File: src/rtl/fwd_pkg.sv
// Forwarding scoreboard shared types: in-flight entry record,
// select-width derivation and operand select encodings.
package fwd_pkg;

    // Widest register address an entry can hold; narrower
    // addresses are zero-extended into the entry.
    localparam int FWD_MAX_ADDR_W = 8;

    // Operand select encodings (s = EX-relative source stage).
    localparam int FWD_SEL_RF    = 0;
    localparam int FWD_SEL_EXMEM = 1;
    localparam int FWD_SEL_MEMWB = 2;

    typedef struct packed {
        logic                      valid;
        logic                      isLoad;
        logic [FWD_MAX_ADDR_W-1:0] rd;
    } fwdEntry_t;

    function automatic int fwdSelW(input int depth);
        return $clog2(depth + 1);
    endfunction

endpackage

File: src/rtl/fwd_match.sv
// Youngest-producer match for one source operand.
// Ports: srcAddr/srcUsed in, entries in, sel/loadHazard out.
module fwd_match
    import fwd_pkg::*;
#(
    parameter int ADDR_W   = 5,
    parameter int DEPTH    = 3,
    parameter int LOAD_LAT = 2,
    parameter int SEL_W    = 2
) (
    input  logic [ADDR_W-1:0]     srcAddr,
    input  logic                  srcUsed,
    input  fwdEntry_t [DEPTH-1:0] entries,
    output logic [SEL_W-1:0]      sel,
    output logic                  loadHazard
);

    logic [FWD_MAX_ADDR_W-1:0] addrExt;

    assign addrExt = FWD_MAX_ADDR_W'(srcAddr);

    // Walk oldest to youngest so the youngest hit overrides.
    always_comb begin
        sel        = SEL_W'(FWD_SEL_RF);
        loadHazard = 1'b0;
        if (srcUsed && (srcAddr != '0)) begin
            for (int k = DEPTH - 1; k >= 0; k--) begin
                if (entries[k].valid && (entries[k].rd == addrExt)) begin
                    // WB producer writes before the regfile read.
                    sel = (k == DEPTH - 1) ? SEL_W'(FWD_SEL_RF)
                                           : SEL_W'(k + 1);
                    loadHazard = entries[k].isLoad
                               && ((k + 1) < LOAD_LAT);
                end
            end
        end
    end

endmodule

File: src/rtl/forward_scoreboard.sv
// Forwarding scoreboard: tracks in-flight writers after ID, drives
// registered EX operand selects and a combinational load-use stall.
// Ports: clk_i, rst_i (async, active-low), id_* instruction fields,
// flush_i, stall_o, ex_fwd_sel_o; stall_cnt_o with FWD_STALL_CNT_EN.
module forward_scoreboard
    import fwd_pkg::*;
#(
    parameter  int ADDR_W   = 5,
    parameter  int NUM_SRC  = 2,
    parameter  int DEPTH    = 3,
    parameter  int LOAD_LAT = 2,
    localparam int SEL_W    = fwdSelW(DEPTH)
) (
    input  logic                      clk_i,
    input  logic                      rst_i,
    input  logic                      id_valid_i,
    input  logic [NUM_SRC*ADDR_W-1:0] id_src_addr_i,
    input  logic [NUM_SRC-1:0]        id_src_used_i,
    input  logic [ADDR_W-1:0]         id_rd_addr_i,
    input  logic                      id_reg_write_i,
    input  logic                      id_is_load_i,
    input  logic                      flush_i,
    output logic                      stall_o,
    output logic [NUM_SRC*SEL_W-1:0]  ex_fwd_sel_o
`ifdef FWD_STALL_CNT_EN
    ,
    output logic [31:0]               stall_cnt_o
`endif
);

    fwdEntry_t [DEPTH-1:0]      entries;
    fwdEntry_t                  newEntry;
    logic [NUM_SRC-1:0]         srcHazard;
    logic [NUM_SRC*SEL_W-1:0]   selNext;
    logic                       issue;

    for (genvar i = 0; i < NUM_SRC; i++) begin : gSrc
        fwd_match #(
            .ADDR_W  (ADDR_W),
            .DEPTH   (DEPTH),
            .LOAD_LAT(LOAD_LAT),
            .SEL_W   (SEL_W)
        ) uMatch (
            .srcAddr   (id_src_addr_i[i*ADDR_W +: ADDR_W]),
            .srcUsed   (id_src_used_i[i]),
            .entries   (entries),
            .sel       (selNext[i*SEL_W +: SEL_W]),
            .loadHazard(srcHazard[i])
        );
    end

    // Flush wins over stall; reset forces the stall low at once.
    assign stall_o = rst_i && id_valid_i && !flush_i && (|srcHazard);
    assign issue   = id_valid_i && !stall_o && !flush_i;

    always_comb begin
        newEntry        = '0;
        newEntry.valid  = issue && id_reg_write_i
                        && (id_rd_addr_i != '0);
        newEntry.isLoad = id_is_load_i;
        newEntry.rd     = FWD_MAX_ADDR_W'(id_rd_addr_i);
    end

    always_ff @(posedge clk_i or negedge rst_i) begin
        if (!rst_i) begin
            entries      <= '0;
            ex_fwd_sel_o <= '0;
        end else begin
            entries[0] <= newEntry;
            for (int k = 1; k < DEPTH; k++) begin
                entries[k] <= entries[k-1];
            end
            ex_fwd_sel_o <= issue ? selNext : '0;
        end
    end

`ifdef FWD_STALL_CNT_EN
    always_ff @(posedge clk_i or negedge rst_i) begin
        if (!rst_i) begin
            stall_cnt_o <= '0;
        end else if (stall_o && (stall_cnt_o != '1)) begin
            stall_cnt_o <= stall_cnt_o + 32'd1;
        end
    end
`endif

endmodule
File: config.mk
export PLATFORM = sky130hd
export DESIGN_NAME = forward_scoreboard
export DESIGN_NICKNAME = d
export VERILOG_FILES = /design/src/rtl/fwd_pkg.sv /design/src/rtl/fwd_match.sv /design/src/rtl/forward_scoreboard.sv
export SDC_FILE = /design/constraint.sdc
export NUM_CORES = 1
export LEC_CHECK = 0
export ABC_AREA = 0
export CAP_MARGIN = 10
export CORE_MARGIN = 2
export CORE_UTILIZATION = 25
export CTS_CLUSTER_SIZE = 40
export DETAILED_ROUTE_END_ITERATION = 16
export PLACE_DENSITY = 0.56
export SLEW_MARGIN = 20
export SYNTH_ARGS = -nofsm -noshare
export SYNTH_HDL_FRONTEND = slang
export SYNTH_SLANG_ARGS = --single-unit
File: constraint.sdc
create_clock -name clk_i -period 2.5 [get_ports clk_i]
set_input_delay 0.25 -clock clk_i [delete_from_list [all_inputs] [get_ports clk_i]]
set_output_delay 0.25 -clock clk_i [all_outputs]
set_load 0.02 [all_outputs]
==> impl_metrics.env <==
export IMPL_cp_start_kind="input port"
export IMPL_timing_critical_path_buf_inv=2
export IMPL_yosys_cell_types_count=22
export IMPL_via_count=667
export IMPL_grt_pass1_vias=663
export IMPL_worst_setup_path_type="in -> out"
export IMPL_areaGrowthSynthToFinish_pct=57.03
export IMPL_grt_start_max_net_pins=18
export IMPL_synth_cells=67
export IMPL_die_area_mm2=0.003672
export IMPL_layout_drive_gt1_share_pct=23.21
export IMPL_fin_nets=136
export IMPL_crit_cells=7
export IMPL_clkLatencyLatePin_ns=0.29
export IMPL_rrSetupSlack_ns=0.88
export IMPL_simple_logic_cell_fraction_of_the_synthesized_area_pct=15.94
export IMPL_postRouteWirelength_mm=1.893
export IMPL_via_per_inst=4.276
export IMPL_xor_xnor_cell_area_share_of_the_yosys_netlist_pct=21.87
export IMPL_dr_pass1_iters=4
export IMPL_timing_max_cap_violations=0
export IMPL_regToRegEndpoint="ex_fwd_sel_o[1]"
export IMPL_p_total_uw=544.0
export IMPL_max_clock_path_buffers=2
export IMPL_critical_path_slowest_cell="sky130_fd_sc_hd__or4_4"
export IMPL_worst_clock_skew_ns=0.004282
export IMPL_yosys_mux_area_fraction_pct=0
export IMPL_largest_family_of_logic_cells_by_synthesized_area="XOR/XNOR gates"
export IMPL_initial_core_utilization_pct=26.23
export IMPL_drt_wl_cell_um=12.13
export IMPL_grt_pass1_wl_mm=3.077
export IMPL_arrival_time_reported_for_the_critical_path_endpoint_ns=2.01
export IMPL_syn_area_per_cell_um2=11.95
export IMPL_postCtsSetupRepairBufs=0
export IMPL_run_status="complete, no violations"
export IMPL_worst_setup_path_endpoint="stall_o"
export IMPL_final_hold_violations=0
export IMPL_synthesis_area_um2=800.8
export IMPL_hold_path_class="in -> async"
export IMPL_fin_tns_setup_ns=0
export IMPL_finalWeightedCongestion=0.8512
export IMPL_die_width_um=60.60
export IMPL_placement_rows=20
export IMPL_cts_tree="built"
export IMPL_rsz_0062_raised_after_global_routing="no"
export IMPL_worst_r2r_path_depth=5
export IMPL_clkSlewWorstSetupHoldPaths_ns=0.10
export IMPL_io_pins=28
export IMPL_power_per_cell_area_mw_per_mm2=432.6
export IMPL_remaining_drc_errors=0
export IMPL_timing_final_crit_share_pct=90.57
export IMPL_synth_compound_area_share_pct=8.594
export IMPL_fmax_mhz=441.6
export IMPL_antenna_found_initial=0
export IMPL_slew_violations=0
export IMPL_peakVddDrop_mv=0.2646
export IMPL_cts_root_buf="sky130_fd_sc_hd__clkbuf_4"
export IMPL_postSynthRegisterBits=17
export IMPL_whs_ns=0.3122
export IMPL_required_ns=2.25
export IMPL_die_height_um=60.60
export IMPL_synth_adder_area_share_pct=0
export IMPL_critical_path_cell_chain="clkdlybuf4s50_1 > or4_4 > o21ai_2 > or3_4 > o21ai_0 > and3_1 > clkbuf_2"
export IMPL_ys_seq_area_share_pct=53.13
export IMPL_setup_viol=0
export IMPL_r2r_start="entries[4]"
export IMPL_cp_max_fo=3
export IMPL_critical_path_endpoint_type="primary output"
export IMPL_clock_sinks=17
export IMPL_synth_nets=90
export IMPL_layout_min_cycle_time_ns=2.264
export IMPL_drt_iter0_markers=13
export IMPL_met3WireLength_um=115
export IMPL_power_static_leakage_uw=0.0005188
export IMPL_detailedPlacementHpwl_mm=1.589
export IMPL_met2RoutedLength_um=877
export IMPL_globalRouteOverflowTotal=0
export IMPL_io_buffer_count=27
export IMPL_core_region_area_mm2=0.003053
export IMPL_n_antenna_cell=0
export IMPL_h_tree_lvl_count=1
export IMPL_global_route_usage_total_pct=11.88
export IMPL_cp_top_family="simple AND/OR/NAND/NOR gates"
export IMPL_timing_critical_path_slowest_cell_delay_ns=0.55
export IMPL_tightestPinTransition_ns=0.3200
export IMPL_critical_path_launch_point="id_src_addr_i[9]"
export IMPL_slew_limit_headroom_pct=78.47
export IMPL_top_layer="met4"
export IMPL_yosysWarningCount=0
export IMPL_wl_met1_um=875
export IMPL_number_of_buffers_created_by_cts=3
export IMPL_detail_route_antenna_nets=0
## state kept, by name, indices dropped and copies added, names as in the netlist
| name | count |
|---|---|
| ex_fwd_sel_o | 4 |
| entries | 13 |
## power breakdown
part	switching, µW	leakage (µW)	internal, µW
logic	41.5	0.000290	64.7
registers	9.50	0.000211	285
clock network	83.7	0.0000177	59.4
total	135	0.000519	409
## how the worst min path moves through the flow
stage,start,to,slack (ns)
floorplan,rst_i,entries[0],-0.05
global placement,entries[9],entries[19],0.40
detailed placement,entries[9],entries[19],0.41
CTS,rst_i,ex_fwd_sel_o[0],0.32
global route,rst_i,entries[9],0.34
finish,rst_i,entries[8],0.31
## what timing repair did
| action | in CTS | in global routing |
|---|---|---|
| hold endpoints to repair | 0 | 0 |
| resized for setup | 1 | 3 |
| endpoints found under the setup margin | 1 | 1 |
| hold buffers | 0 | 0 |
| pin swaps | 0 | 1 |
## placed cells by master (no fill, tap or decap), types with 2 or more instances in the layout
cell type / netlist / routed
sky130_fd_sc_hd__clkdlybuf4s50_1: 0 / 26
sky130_fd_sc_hd__dfrtp_1: 17 / 17
sky130_fd_sc_hd__buf_4: 0 / 14
sky130_fd_sc_hd__xor2_1: 11 / 11
sky130_fd_sc_hd__xnor2_1: 9 / 9
sky130_fd_sc_hd__nor2_1: 5 / 5
sky130_fd_sc_hd__nand4_1: 4 / 4
sky130_fd_sc_hd__nand2_1: 3 / 3
sky130_fd_sc_hd__clkbuf_4: 0 / 3
sky130_fd_sc_hd__or4_4: 1 / 2
sky130_fd_sc_hd__nor3_1: 2 / 2
## synthesized netlist by cell type
cell type | count | share of area (%)
sky130_fd_sc_hd__nor3_1 | 2 | 1.3
sky130_fd_sc_hd__a21oi_1 | 1 | 0.62
sky130_fd_sc_hd__o2111a_1 | 1 | 1.4
sky130_fd_sc_hd__dfrtp_1 | 17 | 53
sky130_fd_sc_hd__or3_4 | 1 | 1.4
sky130_fd_sc_hd__o21ai_2 | 1 | 1.1
sky130_fd_sc_hd__a2111oi_2 | 1 | 1.9
sky130_fd_sc_hd__and3_1 | 1 | 0.78
sky130_fd_sc_hd__or4_4 | 1 | 1.4
sky130_fd_sc_hd__nor2b_1 | 1 | 0.78
sky130_fd_sc_hd__o211ai_1 | 1 | 0.94
sky130_fd_sc_hd__or4_1 | 2 | 1.9
sky130_fd_sc_hd__nand2_1 | 3 | 1.4
sky130_fd_sc_hd__inv_1 | 1 | 0.47
sky130_fd_sc_hd__o21ai_0 | 1 | 0.62
sky130_fd_sc_hd__nor2_2 | 1 | 0.78
sky130_fd_sc_hd__nor2_1 | 5 | 2.3
sky130_fd_sc_hd__xor2_1 | 11 | 12
sky130_fd_sc_hd__nand4_1 | 4 | 3.1
sky130_fd_sc_hd__o21ai_4 | 1 | 2.0
sky130_fd_sc_hd__nor4_1 | 1 | 0.78
sky130_fd_sc_hd__xnor2_1 | 9 | 9.8
## final cells by class
| type | count | area [µm²] |
|---|---|---|
| clock buffer | 3 | 22.52 |
| clock inverter | 1 | 5.005 |
| fill | 310 | 1795 |
| inverter | 1 | 3.754 |
| multi-input combinational | 49 | 375.4 |
| sequential | 17 | 425.4 |
| tap | 44 | 55.05 |
| timing repair buffer | 41 | 370.4 |
## logic make-up after synthesis
group | after synthesis
AOI/OAI and AO/OA | 7
xor gates and xnor gates | 20
DFF | 17
buffers and inverters | 1
and+or+nand+nor | 22
## routing by layer
| layer | global-route usage (%) | vias to the layer above |
|---|---|---|
| met1 | 14.48 | 317 |
| met4 | 2.795 | 0 |
| met5 | 0 | - |
| li1 | - | 324 |
| met2 | 19.97 | 22 |
| met3 | 4.478 | 4 |
## per-stage QoR
step | area, µm² | std cells | utilization (%) | worst slack, ns
floorplan | 800.8 | 67 | - | 0.8419
global placement | 1231 | 152 | 40.33 | -0.1035
detailed placement | 1231 | 152 | 40.33 | -0.1381
CTS | 1257 | 156 | 41.19 | 0.07227
global route | 1257 | 156 | 41.19 | 0.1203
finish | 1257 | 156 | 41.19 | 0.2357
Power figures use the tool's default switching activity.
